[src/rtl/cpu_types_pkg.sv]
// Shared CPU-side types for the memory subsystem.
//   ramstate_t  : status reported by the RAM model each cycle
//   arbstate_t  : memory_arbiter grant state
package cpu_types_pkg;

    typedef enum logic [1:0] {
        FREE   = 2'b00,
        BUSY   = 2'b01,
        ACCESS = 2'b10,
        ERROR  = 2'b11
    } ramstate_t;

    typedef enum logic [1:0] {
        IDLE  = 2'b00,
        D_GNT = 2'b01,
        I_GNT = 2'b10
    } arbstate_t;

endpackage

[src/rtl/arb_timeout_ctr.sv]
// Loadable saturating up-counter used for the grant timeout and the
// instruction starvation count.
// Ports: CLK, RST (async, active-high), load/load_val (synchronous load,
// wins over inc), inc (count up, holds at MAX), cnt (current value).
module arb_timeout_ctr #(
    parameter int unsigned W   = 8,
    parameter int unsigned MAX = 255
) (
    input  logic         CLK,
    input  logic         RST,
    input  logic         load,
    input  logic [W-1:0] load_val,
    input  logic         inc,
    output logic [W-1:0] cnt
);
    localparam logic [W-1:0] MAX_V = W'(MAX);

    always_ff @(posedge CLK or posedge RST) begin
        if (RST) begin
            cnt <= '0;
        end else if (load) begin
            cnt <= load_val;
        end else if (inc && (cnt != MAX_V)) begin
            cnt <= cnt + 1'b1;
        end
    end

endmodule

[src/rtl/memory_arbiter.sv]
// Shares the single RAM port between instruction fetch (i*) and data (d*).
// Data has priority; after STARVE_LIM consecutive data grants with an
// instruction fetch waiting, the fetch is granted next. A grant ends on
// ACCESS (completion), ERROR or TIMEOUT cycles without ACCESS (abort with a
// one-cycle arb_err, requester keeps waiting), or when the owner drops its
// request. Every grant returns through IDLE.
// Ports: CLK/RST (async active-high); iREN/iaddr/iwait/iload instruction side;
// dREN/dWEN/daddr/dstore/dwait/dload data side; ramREN/ramWEN/ramaddr/
// ramstore/ramload/ramstate RAM side; arb_err abort pulse.
// Build option ARB_STATS_EN: adds igrant_cnt, dgrant_cnt, stall_cnt outputs.
module memory_arbiter
    import cpu_types_pkg::*;
#(
    parameter int unsigned ADDR_W     = 32,
    parameter int unsigned DATA_W     = 32,
    parameter int unsigned STARVE_LIM = 4,
    parameter int unsigned TIMEOUT    = 255
) (
    input  logic              CLK,
    input  logic              RST,
    input  logic              iREN,
    input  logic [ADDR_W-1:0] iaddr,
    output logic              iwait,
    output logic [DATA_W-1:0] iload,
    input  logic              dREN,
    input  logic              dWEN,
    input  logic [ADDR_W-1:0] daddr,
    input  logic [DATA_W-1:0] dstore,
    output logic              dwait,
    output logic [DATA_W-1:0] dload,
    output logic              ramREN,
    output logic              ramWEN,
    output logic [ADDR_W-1:0] ramaddr,
    output logic [DATA_W-1:0] ramstore,
    input  logic [DATA_W-1:0] ramload,
    input  ramstate_t         ramstate,
    output logic              arb_err
`ifdef ARB_STATS_EN
    ,
    output logic [31:0]       igrant_cnt,
    output logic [31:0]       dgrant_cnt,
    output logic [31:0]       stall_cnt
`endif
);
    arbstate_t  state, next_state;
    logic [3:0] starve_cnt;
    logic [7:0] tmo_cnt;
    logic       d_req, i_force, owner_req, done, fail;
    logic       starve_clr, starve_inc;

    assign d_req     = dREN | dWEN;
    assign i_force   = iREN && (starve_cnt == 4'(STARVE_LIM));
    assign owner_req = (state == D_GNT) ? d_req : iREN;
    assign done      = (state != IDLE) && owner_req && (ramstate == ACCESS);
    // Abort on ERROR, or on the grant cycle that would bring tmo_cnt to TIMEOUT.
    assign fail      = (state != IDLE) && owner_req &&
                       ((ramstate == ERROR) ||
                        ((ramstate != ACCESS) && (tmo_cnt == 8'(TIMEOUT - 1))));

    always_comb begin
        next_state = state;
        case (state)
            IDLE: begin
                if (d_req && !i_force) next_state = D_GNT;
                else if (iREN)         next_state = I_GNT;
            end
            default: begin
                if (!owner_req || done || fail) next_state = IDLE;
            end
        endcase
    end

    // Strobes follow the owner's live request so a dropped request
    // releases the RAM in the same cycle.
    always_comb begin
        ramREN   = 1'b0;
        ramWEN   = 1'b0;
        ramaddr  = '0;
        ramstore = '0;
        iwait    = iREN;
        dwait    = d_req;
        iload    = '0;
        dload    = '0;
        case (state)
            D_GNT: begin
                ramWEN   = dWEN;
                ramREN   = dREN & ~dWEN;
                ramaddr  = daddr;
                ramstore = dstore;
                iwait    = 1'b1;
                dwait    = ~done;
                if (done) dload = ramload;
            end
            I_GNT: begin
                ramREN  = iREN;
                ramaddr = iaddr;
                dwait   = 1'b1;
                iwait   = ~done;
                if (done) iload = ramload;
            end
            default: ;
        endcase
    end

    always_ff @(posedge CLK or posedge RST) begin
        if (RST) begin
            state   <= IDLE;
            arb_err <= 1'b0;
        end else begin
            state   <= next_state;
            arb_err <= fail;
        end
    end

    assign starve_clr = (state == IDLE) && (!iREN || (next_state == I_GNT));
    assign starve_inc = (state == IDLE) && (next_state == D_GNT) && iREN;

    arb_timeout_ctr #(.W(4), .MAX(STARVE_LIM)) u_starve (
        .CLK      (CLK),
        .RST      (RST),
        .load     (starve_clr),
        .load_val ('0),
        .inc      (starve_inc),
        .cnt      (starve_cnt)
    );

    // Held at zero through IDLE, so each grant starts counting from zero.
    arb_timeout_ctr #(.W(8), .MAX(TIMEOUT)) u_tmo (
        .CLK      (CLK),
        .RST      (RST),
        .load     (state == IDLE),
        .load_val ('0),
        .inc      ((state != IDLE) && (ramstate != ACCESS)),
        .cnt      (tmo_cnt)
    );

`ifdef ARB_STATS_EN
    always_ff @(posedge CLK or posedge RST) begin
        if (RST) begin
            igrant_cnt <= '0;
            dgrant_cnt <= '0;
            stall_cnt  <= '0;
        end else begin
            if (done && (state == I_GNT)) igrant_cnt <= igrant_cnt + 32'd1;
            if (done && (state == D_GNT)) dgrant_cnt <= dgrant_cnt + 32'd1;
            if ((iwait && iREN) || (dwait && d_req)) stall_cnt <= stall_cnt + 32'd1;
        end
    end
`endif

endmodule

[config.mk]
export PLATFORM = sky130hd
export DESIGN_NAME = memory_arbiter
export DESIGN_NICKNAME = d
export VERILOG_FILES = /design/src/rtl/cpu_types_pkg.sv /design/src/rtl/arb_timeout_ctr.sv /design/src/rtl/memory_arbiter.sv
export SDC_FILE = /design/constraint.sdc
export NUM_CORES = 1
export LEC_CHECK = 0
export CAP_MARGIN = 20
export CORE_AREA = 2 2 103 105
export DETAILED_ROUTE_END_ITERATION = 16
export DIE_AREA = 0 0 105 107
export HOLD_SLACK_MARGIN = 0.05
export PLACE_DENSITY = 0.71
export SLEW_MARGIN = 20
export SYNTH_ARGS = -nofsm -noshare
export SYNTH_HDL_FRONTEND = slang
export SYNTH_SLANG_ARGS = --single-unit
[constraint.sdc]
create_clock -name CLK -period 1.57 [get_ports CLK]
set_input_delay 0.157 -clock CLK [delete_from_list [all_inputs] [get_ports CLK]]
set_output_delay 0.157 -clock CLK [all_outputs]
set_load 0.01 [all_outputs]
==> impl_metrics.toml <==
[status]
outcome = "complete, but fails checks"
violations = "setup timing"

[layout]
drive_gt1_share_pct = 42.8
final_common_cell = "clkdlybuf4s50_1"
design_area_sq_um = 5890
n_antenna_cell = 0
syn2layout_area_growth_pct = 178
fin_cells = 732
final_cell_mix = "clkdlybuf4s50_1, buf_6, and2_4, buf_2"
nets = 739

[floorplanning]
die_area_sq_um = 11200
rows = 37
core_area_sq_um = 10100
io_pins = 268
die_h_um = 107
start_util_pct = 21.0
die_x_um = 105

[place]
dp_slack_ns = -0.632
gp_congestion = 0.835
dp_hpwl_mm = 8.97
dp.cells = 703
portBuffers = 267
placed_area_sq_um = 5310

[global_route]
grt_use_total_pct = 19.7
met2_usage_pct = 35.7
gr-usage-met1_pct = 22.4
grt_max_degree = 56
busiest_layer = "met2"
grt_pass1_wl_mm = 17.9
use_met3_pct = 4.92
grt_pass1_vias = 3431
antenna_found_initial = 0
overflow = 0

[route]
drt_iter0_drc = 185
drt-total-wl_mm = 12.4
final_antenna_net_count = 0
routedWlPerCell_um = 16.9
via_per_inst = 4.52
firstDrtPassIters = 4
drcViolationCount = 0
vias = 3312

[clock_tree]
cts-root-to-sink-buffers = 2
h-tree-depth = 1
ctsRootBufferMaster = "clkbuf_8"
clock-sinks = 15
cts_hold_buffers = 0
clkLatencyLatePin_ns = 0.25
cts_tree = "built"
cts.reportedPaths.clkPinSlew_ns = 0.06
cts_buffers = 3

[sta]
slew-limit-headroom_pct = 60.3
clock_skew_ns = 0.00240
period_share_pct = 138
finalSetupViolCount = 135
drv_slew = 0
rsz0062_at_grt = "yes"
worst_slew_pin_slew_ns = 0.594
hold_viol_final = 0
fin_crit_ns = 2.16
layout_setup_ws_ns = -0.593
clock.fmax_mhz = 462

[synth]
syn-cell-area_sq_um = 2120
yosys.area_share.simple_pct = 51.2
synth_compound_area_share_pct = 19.5
ys_warn_count = 0
yosysSeqAreaShare_pct = 17.7
synth_cell_type_count = 36
synthMuxAreaShare_pct = 1.00
syn_avg_cell_area_sq_um = 7.18
synth-seq-cells = 15
synth.largest_area_cell = "and2_1"
synth_top_family_by_area = "simple AND/OR/NAND/NOR gates"
synthXorXnorAreaFrac_pct = 0.413
synth_adder_area_share_pct = 4.13
synth.area.top_cells = "and2_1, dfrtp_1, a22oi_1"
syn_nets = 437
synth_top_area_share_pct = 28.9
syn_inst = 295

[power]
combPwrFrac_pct = 83.9
ir_drop_mv = 0.461
swShare_pct = 41.5
netSwitchingPower_w = 0.00218
clkPwrFrac_pct = 6.0
pwr-share-seq_pct = 10.1
power_density_nw_per_um2 = 895
leakagePower_nw = 2.58
p_int_w = 0.00308

[worst_setup_path]
critical_path.max_stage_delay_ns = 0.39
crit_buf_inv = 5
cp_cell_sequence = "inv_2 > ha_4 > nor3b_4 > nor3_2 > and3_4 > buf_6 > buf_6 > buf_16 > and2_4 > buf_6"
end_kind = "output pin"
cp_data_arrival_time_ns = 2.01
cpLargestDelayFamily = "simple AND/OR/NAND/NOR gates"
reg2reg_setup_slack_ns = -0.29
critical_path.max_fanout = 7
crit_path_frequent_cell = "buf_6"
startpoint_type = "flip-flop"
worstSetupPathType = "flip-flop to output pin"
worstPathRequired_ns = 1.41
cpMaxStageDelayCell = "dfrtp_1"

[min_path]
hold_path.class = "input pin to asynchronous set/reset pin"

[run]
drv_cap = 0
worst register-to-register path, cell delays in order (launching register included):
cell and delay (ns):
dfrtp_1 0.40, buf_6 0.13, inv_4 0.04, ha_4 0.15, buf_6 0.12, buf_8 0.11, or3_4 0.38, a311oi_4 0.29
a22o_1 0.18
cell type report:
class	count	area, sq um
repair buffers	321	3310
clock buffers	3	41.3
inverters	8	32.5
well taps	136	170
clock inverters	1	5.00
fillers	888	4210
flip-flops and latches	15	375
multi-input cells	248	1950
metrics by stage:
stage / setup TNS, ns / utilization [%] / total power [W] / hold WS (ns)
final: -59.62 / 58.3 / 0.00526 / 0.270
after global routing: -71.76 / 58.3 / 0.00564 / 0.335
after detailed placement: -69.24 / 52.6 / 0.00457 / 0.508
after global placement: -65.37 / 52.6 / 0.00449 / 0.491
after CTS: -63.86 / 57.1 / 0.00505 / 0.286
after floorplan: -3.95 / - / 0.00242 / 0.0585
path summary, 6_finish.rpt:
check                      cells after the start         start      endpoint
min reg2reg                                    1  u_tmo.cnt[7]  u_tmo.cnt[7]
max in group asynchronous                      2           RST  u_tmo.cnt[2]
min in group CLK                               3   ramstate[0]       arb_err
max                                           10      state[1]     dload[16]
min                                            2           RST  u_tmo.cnt[0]
max reg2reg                                    8      state[0]      state[0]
power groups by stage:
stage / registers, W / logic (W) / clock network, W
6_report: 0.000530 / 0.00442 / 0.000317
3_3_place_gp: 0.000525 / 0.00397 / 0
5_1_grt: 0.000540 / 0.00476 / 0.000345
2_1_floorplan: 0.000529 / 0.00189 / 0
3_5_place_dp: 0.000529 / 0.00404 / 0
4_1_cts: 0.000525 / 0.00421 / 0.000322
sequential cells by signal (all words and copies together), names as in the netlist:
name / cells
u_starve.cnt: 4
state: 2
u_tmo.cnt: 8
arb_err: 1
what timing repair did:
item | CTS | global route
gates resized for setup | 491 | 35
endpoints found under the setup margin | 135 | 137
buffers inserted | 12 | 7
gates cloned | 7 | 4
pin swaps | 10 | 15
Yosys cell counts (all sizes together):
cell and count:
a211oi 2, a21oi 9, a22o 2, a22oi 32
a311oi 2, a31oi 2, and2 98, and3 6
and4 2, buf 2, clkbuf 22, dfrtp 15
ha 7, inv 8, mux2 1, mux2i 1
nand2 7, nand2b 2, nand3 3, nand3b 2
nand4 2, nand4b 2, nor2 11, nor2b 34
nor3 4, nor3b 2, o21ai 6, o21bai 1
o22ai 2, o2bb2ai 1, or2 1, or3 3
xnor2 1
routing by layer:
layer,vias to the layer above,routed length (um)
li1,1612,-
met3,28,858
met5,-,0
met1,1522,4800
met4,0,420
met2,150,6310
cells by family (layout without fill, tap and decap cells):
group                    after synthesis  in the layout
buffers and inverters                 32            333
AND/OR/NAND/NOR                      179            179
AO/OA/AOI/OAI                         59             59
multiplexers                           2              2
XOR/XNOR                               1              1
flip-flops                            15             15
adder cells (fa/ha/maj)                7              7
Power figures use the tool's default switching activity.
